==> config.mk <==
export PLATFORM = sky130hd
export DESIGN_NAME = fb_swap_ctrl_flat
export DESIGN_NICKNAME = d
export VERILOG_FILES = /design/src/rtl/fb_swap_if.sv /design/src/rtl/fb_swap_ctrl.sv /design/src/flat_wrapper.sv
export SDC_FILE = /design/constraint.sdc
export NUM_CORES = 1
export LEC_CHECK = 0
export ABC_AREA = 1
export BUFFER_PORTS_ARGS = -buffer_cell sky130_fd_sc_hd__clkbuf_2
export CAP_MARGIN = 20
export CORE_AREA = 3 3 77 79
export DETAILED_ROUTE_END_ITERATION = 16
export DIE_AREA = 0 0 80 82
export PLACE_DENSITY = 0.79
export SLEW_MARGIN = 20
export SYNTH_ARGS = -nofsm -noshare
export SYNTH_HDL_FRONTEND = slang
export SYNTH_SLANG_ARGS = --single-unit
==> constraint.sdc <==
create_clock -name clk -period 2.9 [get_ports clk]
set_clock_uncertainty 0.15 [all_clocks]
set_input_delay 0.29 -clock clk [delete_from_list [all_inputs] [get_ports clk]]
set_output_delay 0.29 -clock clk [all_outputs]
set_load 0.03 [all_outputs]
==> src/rtl/fb_swap_if.sv <==
// Signal bundle between the framebuffer swap controller and its draw engine,
// framebuffer memories and display scan-out.
interface fb_swap_if #(
  parameter int unsigned NBUF  = 2,
  parameter int unsigned ADDRW = 17,
  parameter int unsigned DATAW = 4
);
  logic                  vbi;
  logic                  sync_start;
  logic                  clr_en;
  logic [DATAW-1:0]      clr_colr;
  logic                  frame_start;
  logic                  draw_done;
  logic                  draw_we;
  logic [ADDRW-1:0]      draw_addr;
  logic [DATAW-1:0]      draw_cidx;
  logic [NBUF-1:0]       mem_we;
  logic [ADDRW-1:0]      mem_waddr;
  logic [DATAW-1:0]      mem_wdata;
  logic [ADDRW-1:0]      disp_addr;
  logic [ADDRW-1:0]      mem_raddr;
  logic [NBUF*DATAW-1:0] mem_rdata;
  logic [DATAW-1:0]      disp_cidx;
  logic [1:0]            buf_disp;
  logic [1:0]            buf_draw;
  logic                  swap;
  logic                  frame_drop;

  modport slave (
    input  vbi, sync_start, clr_en, clr_colr, draw_done, draw_we, draw_addr,
           draw_cidx, disp_addr, mem_rdata,
    output frame_start, mem_we, mem_waddr, mem_wdata, mem_raddr, disp_cidx,
           buf_disp, buf_draw, swap, frame_drop
  );

  modport master (
    output vbi, sync_start, clr_en, clr_colr, draw_done, draw_we, draw_addr,
           draw_cidx, disp_addr, mem_rdata,
    input  frame_start, mem_we, mem_waddr, mem_wdata, mem_raddr, disp_cidx,
           buf_disp, buf_draw, swap, frame_drop
  );
endinterface

==> src/rtl/fb_swap_ctrl.sv <==
// Multi-buffered framebuffer controller: tracks display/pending/draw ownership,
// clears the draw buffer, steers draw writes and swaps buffers on vertical blanking.
module fb_swap_ctrl #(
  parameter int unsigned NBUF   = 2,
  parameter int unsigned PIXELS = 76800,
  parameter int unsigned ADDRW  = 17,
  parameter int unsigned DATAW  = 4
) (
  input  logic     clk,
  input  logic     rst_n,
  fb_swap_if.slave bus
);
  localparam int unsigned IDXW      = 2;
  localparam int unsigned LAST_ADDR = PIXELS - 1;

  typedef enum logic [1:0] {S_IDLE, S_CLEAR, S_DRAW} state_t;

  state_t           state_q, state_d;
  logic [IDXW-1:0]  buf_disp_q, buf_disp_d;
  logic [IDXW-1:0]  buf_draw_q, buf_draw_d;
  logic [IDXW-1:0]  pend_idx_q, pend_idx_d;
  logic             pend_vld_q, pend_vld_d;
  logic [IDXW-1:0]  disp_sel_q;
  logic [ADDRW-1:0] clr_cnt_q, clr_cnt_d;
  logic [DATAW-1:0] clr_colr_q, clr_colr_d;
  logic [DATAW-1:0] disp_cidx_q, disp_cidx_d;
  logic             frame_start_q, frame_start_d;
  logic             swap_q, swap_d;
  logic             frame_drop_q, frame_drop_d;

  logic [NBUF-1:0]  draw_sel_c;
  logic [NBUF-1:0]  mem_we_c;
  logic [ADDRW-1:0] mem_waddr_c;
  logic [DATAW-1:0] mem_wdata_c;
  logic             done_c;
  logic             free_vld_c;
  logic [IDXW-1:0]  free_idx_c;

  // State and ownership registers
  always_ff @(posedge clk) begin
    if (!rst_n) begin
      state_q       <= S_IDLE;
      buf_disp_q    <= '0;
      buf_draw_q    <= IDXW'(1);
      pend_idx_q    <= '0;
      pend_vld_q    <= 1'b0;
      disp_sel_q    <= '0;
      clr_cnt_q     <= '0;
      clr_colr_q    <= '0;
      disp_cidx_q   <= '0;
      frame_start_q <= 1'b0;
      swap_q        <= 1'b0;
      frame_drop_q  <= 1'b0;
    end else begin
      state_q       <= state_d;
      buf_disp_q    <= buf_disp_d;
      buf_draw_q    <= buf_draw_d;
      pend_idx_q    <= pend_idx_d;
      pend_vld_q    <= pend_vld_d;
      disp_sel_q    <= buf_disp_q;
      clr_cnt_q     <= clr_cnt_d;
      clr_colr_q    <= clr_colr_d;
      disp_cidx_q   <= disp_cidx_d;
      frame_start_q <= frame_start_d;
      swap_q        <= swap_d;
      frame_drop_q  <= frame_drop_d;
    end
  end

  // Next-state, ownership update and write steering
  always_comb begin
    state_d       = state_q;
    buf_disp_d    = buf_disp_q;
    buf_draw_d    = buf_draw_q;
    pend_idx_d    = pend_idx_q;
    pend_vld_d    = pend_vld_q;
    clr_cnt_d     = clr_cnt_q;
    clr_colr_d    = clr_colr_q;
    frame_start_d = 1'b0;
    swap_d        = 1'b0;
    frame_drop_d  = 1'b0;
    draw_sel_c    = '0;
    mem_we_c      = '0;
    mem_waddr_c   = bus.draw_addr;
    mem_wdata_c   = bus.draw_cidx;
    free_vld_c    = 1'b0;
    free_idx_c    = '0;
    done_c        = (state_q == S_DRAW) && bus.draw_done;

    for (int i = 0; i < int'(NBUF); i++) begin
      draw_sel_c[i] = (buf_draw_q == IDXW'(i));
    end

    // A completed frame replaces any older pending one
    if (done_c) begin
      frame_drop_d = pend_vld_q;
      pend_vld_d   = 1'b1;
      pend_idx_d   = buf_draw_q;
      state_d      = S_IDLE;
    end

    if (bus.vbi && pend_vld_d) begin
      buf_disp_d = pend_idx_d;
      pend_vld_d = 1'b0;
      swap_d     = 1'b1;
    end

    // Lowest buffer owned by neither display nor pending, after any swap
    for (int i = int'(NBUF) - 1; i >= 0; i--) begin
      if ((IDXW'(i) != buf_disp_d) && !(pend_vld_d && (IDXW'(i) == pend_idx_d))) begin
        free_vld_c = 1'b1;
        free_idx_c = IDXW'(i);
      end
    end

    case (state_q)
      S_IDLE: begin
        if (free_vld_c && (!bus.sync_start || bus.vbi)) begin
          buf_draw_d = free_idx_c;
          if (bus.clr_en) begin
            state_d    = S_CLEAR;
            clr_colr_d = bus.clr_colr;
            clr_cnt_d  = '0;
          end else begin
            state_d       = S_DRAW;
            frame_start_d = 1'b1;
          end
        end
      end
      S_CLEAR: begin
        mem_we_c    = draw_sel_c;
        mem_waddr_c = clr_cnt_q;
        mem_wdata_c = clr_colr_q;
        if (clr_cnt_q == ADDRW'(LAST_ADDR)) begin
          clr_cnt_d     = '0;
          state_d       = S_DRAW;
          frame_start_d = 1'b1;
        end else begin
          clr_cnt_d = clr_cnt_q + ADDRW'(1);
        end
      end
      S_DRAW: begin
        mem_we_c = bus.draw_we ? draw_sel_c : '0;
      end
      default: state_d = S_IDLE;
    endcase
  end

  // Display read data select, using the buffer index that issued the read
  always_comb begin
    disp_cidx_d = '0;
    for (int i = 0; i < int'(NBUF); i++) begin
      if (disp_sel_q == IDXW'(i)) begin
        disp_cidx_d = bus.mem_rdata[i*DATAW +: DATAW];
      end
    end
  end

  assign bus.mem_we      = rst_n ? mem_we_c : '0;
  assign bus.mem_waddr   = mem_waddr_c;
  assign bus.mem_wdata   = mem_wdata_c;
  assign bus.mem_raddr   = bus.disp_addr;
  assign bus.disp_cidx   = disp_cidx_q;
  assign bus.buf_disp    = buf_disp_q;
  assign bus.buf_draw    = buf_draw_q;
  assign bus.frame_start = frame_start_q;
  assign bus.swap        = swap_q;
  assign bus.frame_drop  = frame_drop_q;

endmodule

==> src/flat_wrapper.sv <==
// flat-port wrapper written by rule: the top's interface ports become plain ports
module fb_swap_ctrl_flat 
#(
  parameter int unsigned NBUF   = 2,
  parameter int unsigned PIXELS = 76800,
  parameter int unsigned ADDRW  = 17,
  parameter int unsigned DATAW  = 4
)
  (clk, rst_n, bus_vbi, bus_sync_start, bus_clr_en, bus_clr_colr, bus_draw_done, bus_draw_we, bus_draw_addr, bus_draw_cidx, bus_disp_addr, bus_mem_rdata, bus_frame_start, bus_mem_we, bus_mem_waddr, bus_mem_wdata, bus_mem_raddr, bus_disp_cidx, bus_buf_disp, bus_buf_draw, bus_swap, bus_frame_drop);
  fb_swap_if #(.NBUF(NBUF), .ADDRW(ADDRW), .DATAW(DATAW)) bus_i ();
  input  logic clk;
  input  logic rst_n;
  input wire logic [$bits(bus_i.vbi)-1:0] bus_vbi;
  input wire logic [$bits(bus_i.sync_start)-1:0] bus_sync_start;
  input wire logic [$bits(bus_i.clr_en)-1:0] bus_clr_en;
  input wire logic [$bits(bus_i.clr_colr)-1:0] bus_clr_colr;
  input wire logic [$bits(bus_i.draw_done)-1:0] bus_draw_done;
  input wire logic [$bits(bus_i.draw_we)-1:0] bus_draw_we;
  input wire logic [$bits(bus_i.draw_addr)-1:0] bus_draw_addr;
  input wire logic [$bits(bus_i.draw_cidx)-1:0] bus_draw_cidx;
  input wire logic [$bits(bus_i.disp_addr)-1:0] bus_disp_addr;
  input wire logic [$bits(bus_i.mem_rdata)-1:0] bus_mem_rdata;
  output wire logic [$bits(bus_i.frame_start)-1:0] bus_frame_start;
  output wire logic [$bits(bus_i.mem_we)-1:0] bus_mem_we;
  output wire logic [$bits(bus_i.mem_waddr)-1:0] bus_mem_waddr;
  output wire logic [$bits(bus_i.mem_wdata)-1:0] bus_mem_wdata;
  output wire logic [$bits(bus_i.mem_raddr)-1:0] bus_mem_raddr;
  output wire logic [$bits(bus_i.disp_cidx)-1:0] bus_disp_cidx;
  output wire logic [$bits(bus_i.buf_disp)-1:0] bus_buf_disp;
  output wire logic [$bits(bus_i.buf_draw)-1:0] bus_buf_draw;
  output wire logic [$bits(bus_i.swap)-1:0] bus_swap;
  output wire logic [$bits(bus_i.frame_drop)-1:0] bus_frame_drop;
  assign bus_i.vbi = bus_vbi;
  assign bus_i.sync_start = bus_sync_start;
  assign bus_i.clr_en = bus_clr_en;
  assign bus_i.clr_colr = bus_clr_colr;
  assign bus_i.draw_done = bus_draw_done;
  assign bus_i.draw_we = bus_draw_we;
  assign bus_i.draw_addr = bus_draw_addr;
  assign bus_i.draw_cidx = bus_draw_cidx;
  assign bus_i.disp_addr = bus_disp_addr;
  assign bus_i.mem_rdata = bus_mem_rdata;
  assign bus_frame_start = bus_i.frame_start;
  assign bus_mem_we = bus_i.mem_we;
  assign bus_mem_waddr = bus_i.mem_waddr;
  assign bus_mem_wdata = bus_i.mem_wdata;
  assign bus_mem_raddr = bus_i.mem_raddr;
  assign bus_disp_cidx = bus_i.disp_cidx;
  assign bus_buf_disp = bus_i.buf_disp;
  assign bus_buf_draw = bus_i.buf_draw;
  assign bus_swap = bus_i.swap;
  assign bus_frame_drop = bus_i.frame_drop;
  fb_swap_ctrl #(.NBUF(NBUF), .PIXELS(PIXELS), .ADDRW(ADDRW), .DATAW(DATAW)) u_core (.clk(clk), .rst_n(rst_n), .bus(bus_i));
endmodule
==> After elaboration in Yosys (flattened, before gate mapping) <==
Cells that the tools add are included.
{ "op_classes": {"n_addsub": 1, "multipliers": 0, "n_div": 0, "n_lt_le_gt_ge": 0, "n_eq_ne": 9, "n_shift": 0, "muxes": 29, "bitwise": 0, "reduce_logical": 21} }
{ "ops": {"columns": ["op", "n"], "rows": [
  ["two-way mux 17 bit", 4],
  ["one-hot mux 17 bit (2 select lines)", 1],
  ["adder 17 x 1 -> 17 bit (second input constant)", 1],
  ["== test 17 bit (second input constant)", 1],
  ["two-way mux 2 bit", 8],
  ["two-way mux 4 bit", 3],
  ["two-way mux 1 bit", 10],
  ["logical NOT 2 bit", 4],
  ["logical AND 1 bit", 7],
  ["== test 2 x 1 -> 1 bit (second input constant)", 3],
  ["one-hot mux 2 bit (3 select lines)", 1],
  ["AND reduction 3 bit", 2],
  ["one-hot mux 2 bit (2 select lines)", 1],
  ["AND reduction 2 bit", 2],
  ["nonzero test 2 bit", 2],
  ["logical NOT 1 bit", 3],
  ["== test 1 x 2 -> 1 bit (first input constant)", 1],
  ["== test 2 bit (second input constant)", 1],
  ["inequality test 1 x 2 -> 1 bit (first input constant)", 1],
  ["inequality test 2 x 1 -> 1 bit (second input constant)", 1],
  ["inequality test 2 bit (second input constant)", 1],
  ["one-hot mux 1 bit (2 select lines)", 1],
  ["logical OR 1 bit", 1]
]} }
{ "totals": {"reg_bits": 39, "latch_bits": 0, "ramBits": 0, "rom_bits": 0, "inputBits": 57, "word_cells": 72, "memories": 0} }

==> Logic depth before layout (Yosys ltp) <==
Gate-level depths: netlist (run 1).
{ "logic_depth": {"depth_word": 13, "mapped_depth": 16, "mapped_depth_nobuf": 15} }

==> Worst setup path before layout (run 1) <==
No wires, ideal clock.
{ "synth_timing": {"path_type": "register -> output", "start": "reg u_core.state_q[1]", "end": "out bus_mem_we[0]", "arrival_time_ps": 1884, "required_time_ps": 2460, "slack_ps": 576, "stages_incl_launch_ff": 6, "n_path_buf": 1, "cell_sequence": "dfxtp_1 > inv_1 > ha_1 > clkbuf_1 > a21oi_1 > nor4_1"} }
{ "synth_via": {"elab_chain_len": 3, "elab_cells_between_ends": 4} }
{ "synth_rtl": {"columns": ["item", "line", "text"], "rows": [
  ["start, declared", "fb_swap_ctrl.sv:18", "state_t state_q, state_d;"],
  ["start signal, assigned", "fb_swap_ctrl.sv:55", "state_q <= state_d;"],
  ["== test 2 bit / == test 2 x 1 -> 1 bit (equally long branches)", "fb_swap_ctrl.sv:116", "case (state_q)"],
  ["one-hot mux 2 bit (2 select lines) *", "fb_swap_ctrl.sv:116", null],
  ["two-way mux 2 bit *", "fb_swap_ctrl.sv:159", "assign bus.mem_we = rst_n ? mem_we_c : '0;"],
  ["end, declared", "flat_wrapper.sv:24", "output wire logic [$bits(bus_i.mem_we)-1:0] bus_mem_we;"]
]} }
Mark *: on every way between the ends. The rest lies on a longest branch, timed or not.

==> Final worst setup path (run 1) <==
{ "layout_timing": {"start": "reg u_core.state_q[0]", "end": "reg u_core.clr_cnt_q[2]"} }
{ "layout_via": {"elab_chain_len": 13, "elab_cells_between_ends": 27} }
{ "layout_rtl": {"columns": ["item", "line", "text"], "rows": [
  ["== test 2 bit", "fb_swap_ctrl.sv:88", "done_c = (state_q == S_DRAW) && bus.draw_done;"],
  ["logical AND 1 bit", "fb_swap_ctrl.sv:88", null],
  ["two-way mux 1 bit", "fb_swap_ctrl.sv:95", "if (done_c) begin"],
  ["logical AND 1 bit", "fb_swap_ctrl.sv:102", "if (bus.vbi && pend_vld_d) begin"],
  ["two-way mux 1 bit", "fb_swap_ctrl.sv:102", null],
  ["logical AND 1 bit", "fb_swap_ctrl.sv:110", "if ((IDXW'(i) != buf_disp_d) && !(pend_vld_d && (IDXW'(i) == pend_idx_d))) begin"],
  ["logical NOT 1 bit", "fb_swap_ctrl.sv:110", null],
  ["logical AND 1 bit", "fb_swap_ctrl.sv:110", null],
  ["two-way mux 1 bit (2 in series)", "fb_swap_ctrl.sv:110", null],
  ["logical AND 1 bit", "fb_swap_ctrl.sv:118", "if (free_vld_c && (!bus.sync_start || bus.vbi)) begin"],
  ["inequality test 2 x 1 -> 1 bit (no source line)", null, null],
  ["AND reduction 3 bit (no source line)", null, null],
  ["end signal, assigned", "fb_swap_ctrl.sv:61", "clr_cnt_q <= clr_cnt_d;"],
  ["end, declared", "fb_swap_ctrl.sv:24", "logic [ADDRW-1:0] clr_cnt_q, clr_cnt_d;"]
]} }
Parallel ways exist; a longest one is shown, timed or not.
A chain may end at the register's enable or synchronous reset.

==> results.md, run 1 <==
Outcome:
- The run finished with clean final reports.

Timing:
- Based on the critical path, the design can be clocked at up to 420 MHz.
- The total negative setup slack is 0 ps.
- Setup repair after global routing left no endpoint under its margin.
- The total count of max-transition violations in the final report was 0.
- The post-route fraction of the period consumed by the critical path is 82.1%.
- Setup slack on the critical path of the routed design comes to a little over 500 ps.
- The final hold violation count is 0.
- The clock period minus worst slack is 2380 ps.
- The relative slew slack is 66.2%.
- At the pin with the least slew margin, the transition time is a little over 500 ps.
- The final count of negative-setup-slack endpoints is 0.

Power and ir drop:
- The part of the power in registers is approximately 36%.
- The power density relative to cell area is 592 nW/µm².
- The net switching share of the total power is 36.1%.
- The internal portion of the total power is between 1000 and 1500 µW.
- The combinational share of power is 31.4%.
- The clock network accounts for 32.3% of the total power.
- The worst IR drop on VDD is 0.329 mV.
- The reported net switching power is ~630 µW.
- The static leakage is 0.00142 µW.

Drt:
- The highest layer touched by signal routing is met4.
- Detailed routing placed a total of 2830 µm of wire on met2.
- For this run, design rule violations remaining after detail routing come to 0.
- The iteration-0 DRC count of the detailed router is ~220.
- The post-detailed-routing wire length is 6080 µm.
- After detailed routing, the average wire length per cell comes to 11.5 µm.
- The post-detailed-route count of antenna-violating nets is 0.
- The first TritonRoute pass finished after 4 iterations.
- The wire length the detailed router placed on met1 is 2650 µm.
- The via count normalized by instance count is 4.99.
- The routed design uses 533 µm of met3 wire.
- The final route contains 2634 vias.

GRT:
- The total global routing overflow is 0.
- Entering global routing, the biggest net connects 41 pins.
- The first-pass GRT wire length is 9870 µm.
- The number of antenna violations at the first check in global routing came to 0.
- Across every metal layer, demand over resource in global routing totals between 10% and 20%.
- The via count of the first global-routing pass is 2245.

Cells and area:
- With fillers left out, the area of the finished cells amounts to 2940 µm².
- The library cells used most frequently in the layout, excluding fill and tap cells, are nand2_1 (108), clkbuf_2 (72), nand3_1 (50).
- The number of diodes is 0.
- The share of layout cells above drive strength 1 is between 20% and 30%.
- The library cell used most frequently in the layout, excluding fill and tap cells, is nand2_1.
- The layout-stage area growth over the synthesis result is 16.1%.
- The final layout contains around 520 nets.
- The non-filler instance count after layout is 528.

Floorplan:
- approximately 110 I/O pins were placed.
- In this run the standard cell core region covers 5410 µm².
- From bottom edge to top edge, the die measures slightly above 80 µm.
- The die covers 6560 µm².
- The die is 80 µm wide.
- The floorplan has 27 rows.
- The initial core utilization is about 47%.

Clock tree:
- The longest clock path from root to sink contains 2 buffers.
- The total of cells resized after clock tree synthesis is 0.
- Clock latency on the worst-skew pair, taken at its later pin, is around 300 ps.
- The number of clock buffers inserted by TritonCTS is 5.
- Buffers inserted to repair hold after CTS numbered 0.
- The clock-pin transition on the worst setup and hold timing paths is 80 ps.
- The number of setup buffers added after CTS is 0.
- The root buffer selected by CTS is clkbuf_8.
- Counting every sink on the clock net gives 38.
- The CTS tree is built.
- CTS built an H-tree with a depth of 2.

Yosys:
- The number of nets produced by synthesis is 468.
- The cell count after synthesis came out at between 400 and 500.
- By area the synthesized netlist is led by dfxtp_1 (30%), nand2_1 (16%), nand3_1 (9.9%).
- Yosys printed 0 warnings.
- Yosys mapped a number of flops with a built-in enable equal to 0.
- The sequential fraction of the synthesis area is between 30% and 40%.
- The post-synthesis area per instance is 6.24 µm².
- The netlist uses 27 different library cells.
- The cell taking the most area after synthesis is dfxtp_1.
- The cell area that synthesis handed to floorplanning was 2530 µm².
- Among all flip-flop cells after synthesis, the most frequent one is dfxtp_1.
- The synthesized design contains 38 register bits.
- After synthesis, the largest area contributor takes up 30.0% of total cell area.
- The fraction of registers with async set/reset is 0%.

Placed design:
- After detailed placement, the design holds a cell count of between 500 and 600.
- After legalization and detailed placement, the total HPWL measured 4620 µm.
- The placer's final routability congestion estimate is 0.855.
- The number of buffers inserted by port buffering is between 70 and 80.
- Once placement finished, the instance area stood at 2800 µm².
- At the placement stage, the worst setup path has a slack of ~530 ps.

Worst setup path:
- The kind of launch point of the worst setup path is a flop.
- At the worst endpoint, the required time is approximately 3000 ps.
- STA classifies the critical path endpoint as a flop.
- The critical path is of the reg2reg type.
- In this run the worst path has a maximum fanout of 18.
- Data on the critical path arrives at its endpoint at 2430 ps.

Worst hold path:
- The class of the most critical hold timing path is in2reg.

Run:
- Max-cap violations in this run came to 0.
-- flip-flops by register name (all words and copies together) (netlist names) --
signal	count
u_core.pend_vld_q	1
u_core.pend_idx_q	2
u_core.state_q	2
u_core.clr_cnt_q	17
u_core.bus.buf_disp	2
u_core.bus.swap	1
u_core.disp_sel_q	2
u_core.bus.buf_draw	1
u_core.bus.frame_drop	1
u_core.clr_colr_q	4
u_core.bus.disp_cidx	4
u_core.bus.frame_start	1
-- Yosys cell counts (2+ instances only) --
master,n
a21boi_0,2
a21oi_1,18
a21oi_2,2
buf_4,19
clkbuf_1,12
dfxtp_1,38
ha_1,5
inv_1,37
nand2_1,108
nand2_2,7
nand2_4,3
nand3_1,50
nand4_1,9
nor2_1,48
nor3_1,11
nor4_1,2
o21ai_0,18
or2_2,4
xor2_1,5
-- final timing paths --
check,startpoint,endpoint,slack [ps],cells past startpoint
worst max register to register,u_core.state_q[0],u_core.clr_cnt_q[2],520,15
worst max-delay path,u_core.state_q[0],u_core.clr_cnt_q[2],520,15
worst min-delay path,bus_mem_rdata[3],u_core.bus.disp_cidx[3],80,3
worst min register to register,u_core.bus.buf_disp[1],u_core.disp_sel_q[1],310,2
-- layer usage --
| layer | up-vias | GRT usage [%] |
|---|---|---|
| met5 | - | 0 |
| met4 | 0 | 4.90 |
| met3 | 12 | 5.04 |
| met2 | 103 | 31.8 |
| met1 | 1137 | 23.9 |
| li1 | 1382 | - |
-- per-stage QoR --
| stage | hold WS (ps) | utilization (%) | total power [µW] |
|---|---|---|---|
| finish | 75.9 | 54.4 | 1740 |
| detailed placement | 295 | 51.8 | 1190 |
| global route | 68.3 | 54.4 | 1860 |
| global placement | 295 | 51.8 | 1180 |
| CTS | 65.6 | 54.4 | 1760 |
| floorplan | 277 | - | 1100 |
-- power groups by stage --
| stage | clock network [µW] | logic, µW | registers (µW) |
|---|---|---|---|
| detailed placement | 0 | 548 | 645 |
| global placement | 0 | 536 | 644 |
| finish | 563 | 547 | 633 |
| floorplan | 0 | 453 | 647 |
| CTS | 575 | 552 | 632 |
| global route | 598 | 620 | 643 |
-- critical path, stage by stage (launching register included) --
cell and delay [ps]:
dfxtp_1 330, inv_1 100, ha_1 320, nand2_4 140, nand2_2 100, nand2_2 70, nand2_1 70, nand2_2 60
nand2_1 80, nand2_2 70, nand2_4 80, nand4_4 230, nand2_4 270, nand2_1 80, nand2_1 60, nor2_1 40
-- layout make-up --
class / count / area (µm²)
fill: 527 / 2460
multi-input combinational: 297 / 1420
sequential: 38 / 761
timing repair buffer: 75 / 383
inverter: 38 / 143
tap: 72 / 90.1
clock buffer: 6 / 82.6
clock inverter: 2 / 60.1
-- kinds of logic (layout without fill, tap and decap cells) --
family                     Yosys count  count (layout)  synth area share [%]
other                                1               1                 0.148
DFF                                 38              38                  30.0
buffers and inverters               71             121                  13.8
adders and majority gates            5               5                  2.47
AOI/OAI and AO/OA                   41              41                  8.59
and+or+nand+nor                    245             245                  43.2
xor gates and xnor gates             5               5                  1.73
(Power assumes the default switching activity.)
==> inputs of run 2 (changes only) <==
--- a/config.mk
+++ b/config.mk
@@ -5,13 +5,13 @@
 export SDC_FILE = /design/constraint.sdc
 export NUM_CORES = 1
 export LEC_CHECK = 0
-export ABC_AREA = 1
+export ABC_AREA = 0
 export BUFFER_PORTS_ARGS = -buffer_cell sky130_fd_sc_hd__clkbuf_2
 export CAP_MARGIN = 20
-export CORE_AREA = 3 3 77 79
+export CORE_AREA = 3 3 82 84
 export DETAILED_ROUTE_END_ITERATION = 16
-export DIE_AREA = 0 0 80 82
-export PLACE_DENSITY = 0.79
+export DIE_AREA = 0 0 85 87
+export PLACE_DENSITY = 0.75
 export SLEW_MARGIN = 20
 export SYNTH_ARGS = -nofsm -noshare
 export SYNTH_HDL_FRONTEND = slang
==> constraint.sdc (replaced) <==
create_clock -name clk -period 2.02 [get_ports clk]
set_clock_uncertainty 0.15 [all_clocks]
set_input_delay 0.202 -clock clk [delete_from_list [all_inputs] [get_ports clk]]
set_output_delay 0.202 -clock clk [all_outputs]
set_load 0.03 [all_outputs]
==> results.md, run 2 <==
Outcome:
- The flow ran to the end, and the final reports show no timing, DRC or antenna violations.

Yosys:
- For this run, the number of Yosys warnings is 0.
- The count of different cell masters after synthesis is 59.
- Counting flops with an async set or reset pin after synthesis yields a share of 0%.
- The commonest cells after synthesis are nand2_1 (40), dfxtp_1 (38), mux2_2 (21).
- The number of synthesized flops with an enable pin is 0.
- dfxtp_1 takes more of the synthesized area than any other cell.
- The sequential fraction of the synthesis area is between 20% and 30%.
- Synthesis produced a netlist with a net count of 349.
- The most frequent cell after synthesis is nand2_1.
- After synthesis the netlist holds a flip-flop and latch count of 38.
- The most used flip-flop cell after synthesis is dfxtp_1.
- Summing every instance area after synthesis gives 2640 µm².
- By area the synthesized netlist is led by dfxtp_1 (29%), mux2_2 (9.0%), nand2_1 (5.7%).
- After synthesis, the largest area contributor takes up 28.9% of total cell area.
- Synthesis produced 287 cells.
- After synthesis, the mean cell area works out to 9.19 µm².

GRT:
- The global routing's busiest layer is met2.
- The number of antenna violations at the first check in global routing is 0.
- Entering global routing, the biggest net connects 18 pins.
- The via count of the first global-routing pass was 2258.
- The met3 usage in global routing is 3.69%.
- The overall global routing resource usage is ~17%.
- The first global-routing pass estimated 10100 µm of wire.
- The met2 usage in global routing is 29.0%.
- In the global route stage, met1 resource usage came out at 20.4%.
- For this run the aggregate overflow at the end of global routing stands at 0.

Clock tree:
- Clock-pin slew was measured on the worst setup and hold paths at ~70 ps.
- Clock latency on the worst-skew pair, taken at its later pin, is 290 ps.
- The worst-case clock buffer depth is 2.
- TritonCTS built the clock tree.
- The clock net sink count is 38.
- The number of clock buffers inserted by TritonCTS is 5.
- The root buffer selected by CTS is clkbuf_8.
- CTS built an H-tree with a depth of 2.

Floorplan:
- The count of standard-cell rows is 28.
- The number of top-level pins is 108.
- The full die area is ~7400 µm².
- The total core area is 5990 µm².
- The initial utilization of the core area, before any placement, comes to between 40% and 50%.
- The horizontal die dimension is 85 µm.
- From bottom edge to top edge, the die measures 87 µm.

Worst setup path:
- The worst setup path is captured at a flop.
- The arrival time at the worst endpoint is 2040 ps.
- The critical path in this run is classified as reg2reg.
- Data on the critical path is required at its endpoint by 2080 ps.
- The kind of launch point of the worst setup path is a flop.
- The largest fanout of any net on the critical path is 9.

Timing:
- The final count of negative-setup-slack endpoints is 0.
- The final hold violation count is 0.
- The total count of max-transition violations in the final report is 0.
- Setup slack closes at between 40 and 50 ps.
- The highest clock rate is 506 MHz.
- The total negative setup slack is 0 ps.
- The routed design could run at a clock period as short as slightly below 2000 ps.
- The worst path uses a little over nine tenths of the clock period.

Power and ir drop:
- The net switching share of the total power is 32.4%.
- The static leakage is approximately 0.0014 µW.
- The clock network power share is around 28%.
- In this run the power density over the cells is between 500 and 600 nW/µm².
- For this design the total switching power over the nets is 634 µW.
- The cell internal power dissipation is 1320 µW.
- The part of the power in registers is 40.3%.
- The worst IR drop on VDD is 0.361 mV.
- Combinational cells account for 32.0% of the total power.

Drt:
- After detailed routing, the number of vias per cell comes to about 5.3.
- The final routed DRC violation total is 0.
- After detailed routing, the total wire length is 6400 µm.
- The iteration-0 DRC count of the detailed router is 86.
- Across all layers, the routed design uses about 2400 vias.
- After detailed routing, the average wire length per cell comes to 14.5 µm.
- The post-detailed-route count of antenna-violating nets is 0.
- The iteration count of the initial detailed-routing pass is 4.

Cells and area:
- The repair_antennas step left the layout with diodes totalling 0.
- The most common cell after layout, fill and taps aside is clkbuf_2.
- The register with the most flip-flops in the final layout is u_core.clr_cnt_q.
- The final layout net count is ~430.
- Fill cells in the final layout number around 540.
- Measured on the finished design, the core utilization comes to 55.8%.
- The multi-input combinational cells in the finished layout cover a total of 1690 µm².
- The flip-flop count of the largest register after layout is 17.
- In the layout the commonest cells are clkbuf_2 (65), nand2_1 (39), dfxtp_1 (36).
- Registers take roughly 770 µm².
- The post-route netlist has about half of its cells at a drive strength greater than 1.
- After routing the design area is 3340 µm².
- The layout-stage area growth over the synthesis result is 26.8%.

Worst hold path:
- The class of the most critical hold timing path is in2reg.

Run:
- The number of max-cap violations is 0.

Placed design:
- The pre-CTS worst setup slack is -70.4 ps.
- Once placement finished, the instance area stood at 3060 µm².
- The placer's final routability congestion estimate is between 0.8 and 0.9.
- The half-perimeter wire length after placement is between 4000 and 5000 µm.
- The number of buffers inserted by port buffering is 72.
## run 2: cell types whose count changed after synthesis, moves of 14 or more
cell,change
o21ai_0,-14
nand3_1,-40
nand2_1,-68
inv_1,-32
nor2_1,-39
mux2_2,+21
## run 2: power by group through the flow
stage                     clock network (µW)  logic [µW]  registers, µW
after floorplan                            0         459            815
final                                    541         626            788
after CTS                                555         588            784
after global routing                     597         664            791
after detailed placement                   0         564            801
after global placement                     0         554            801
## run 2: final cells by class
class / instances / share of cell area (%)
Clock buffer: 7 / 2.58
Sequential cell: 38 / 22.9
Inverter: 5 / 0.636
Tap cell: 75 / 2.81
Multi-Input combinational cell: 209 / 50.4
Clock inverter: 1 / 0.150
Timing Repair Buffer: 106 / 20.5
## run 2: metrics by stage
stage / total power (µW) / hold slack, ps / std cells
after CTS: 1930 / 0.849 / 439
after global routing: 2050 / 10.9 / 441
after global placement: 1350 / 254 / 425
final: 1960 / 1.72 / 441
after detailed placement: 1370 / 254 / 425
after floorplan: 1270 / 124 / 287
## run 2: layer usage
metal / up-vias / wire length [µm]
met5: - / 0
met4: 0 / 59
met3: 8 / 355
met2: 72 / 3230
met1: 1095 / 2750
li1: 1177 / -
## run 2: worst max-delay path, stage by stage (launching register included)
cell     delay, ps
dfxtp_4        380
inv_4           50
ha_4           170
and3_4         190
nor3_4         240
o21ai_4         90
a21bo_4        240
buf_12         150
o32ai_2        230
## run 2: cell families (layout without fill, tap and decap cells)
group / Yosys count / count (layout) / share of synthesized area (%)
buf+inv: 40 / 119 / 11.0
simple gates: 119 / 119 / 26.4
fa+ha+maj: 5 / 5 / 2.37
flops: 38 / 38 / 28.9
compound gates: 55 / 55 / 19.3
other cells: 1 / 1 / 0.142
mux: 29 / 29 / 12.0
## run 2: path summary, 6_finish.rpt
path | startpoint | endpoint | slack [ps] | cells after the start
setup / recovery | u_core.state_q[0] | u_core.clr_cnt_q[12] | 50 | 8
hold / removal | bus_clr_colr[1] | u_core.clr_colr_q[1] | 2 | 3
hold reg to reg | u_core.clr_colr_q[3] | u_core.clr_colr_q[3] | 320 | 2
setup reg to reg | u_core.state_q[0] | u_core.clr_cnt_q[12] | 50 | 8
## run 2: what timing repair did
item	in CTS	in global routing
gates resized for setup	10	26
hold buffers	6	0
setup endpoints to repair	33	48
buffers inserted	0	2
hold endpoints to repair	6	0
pin swaps	1	8
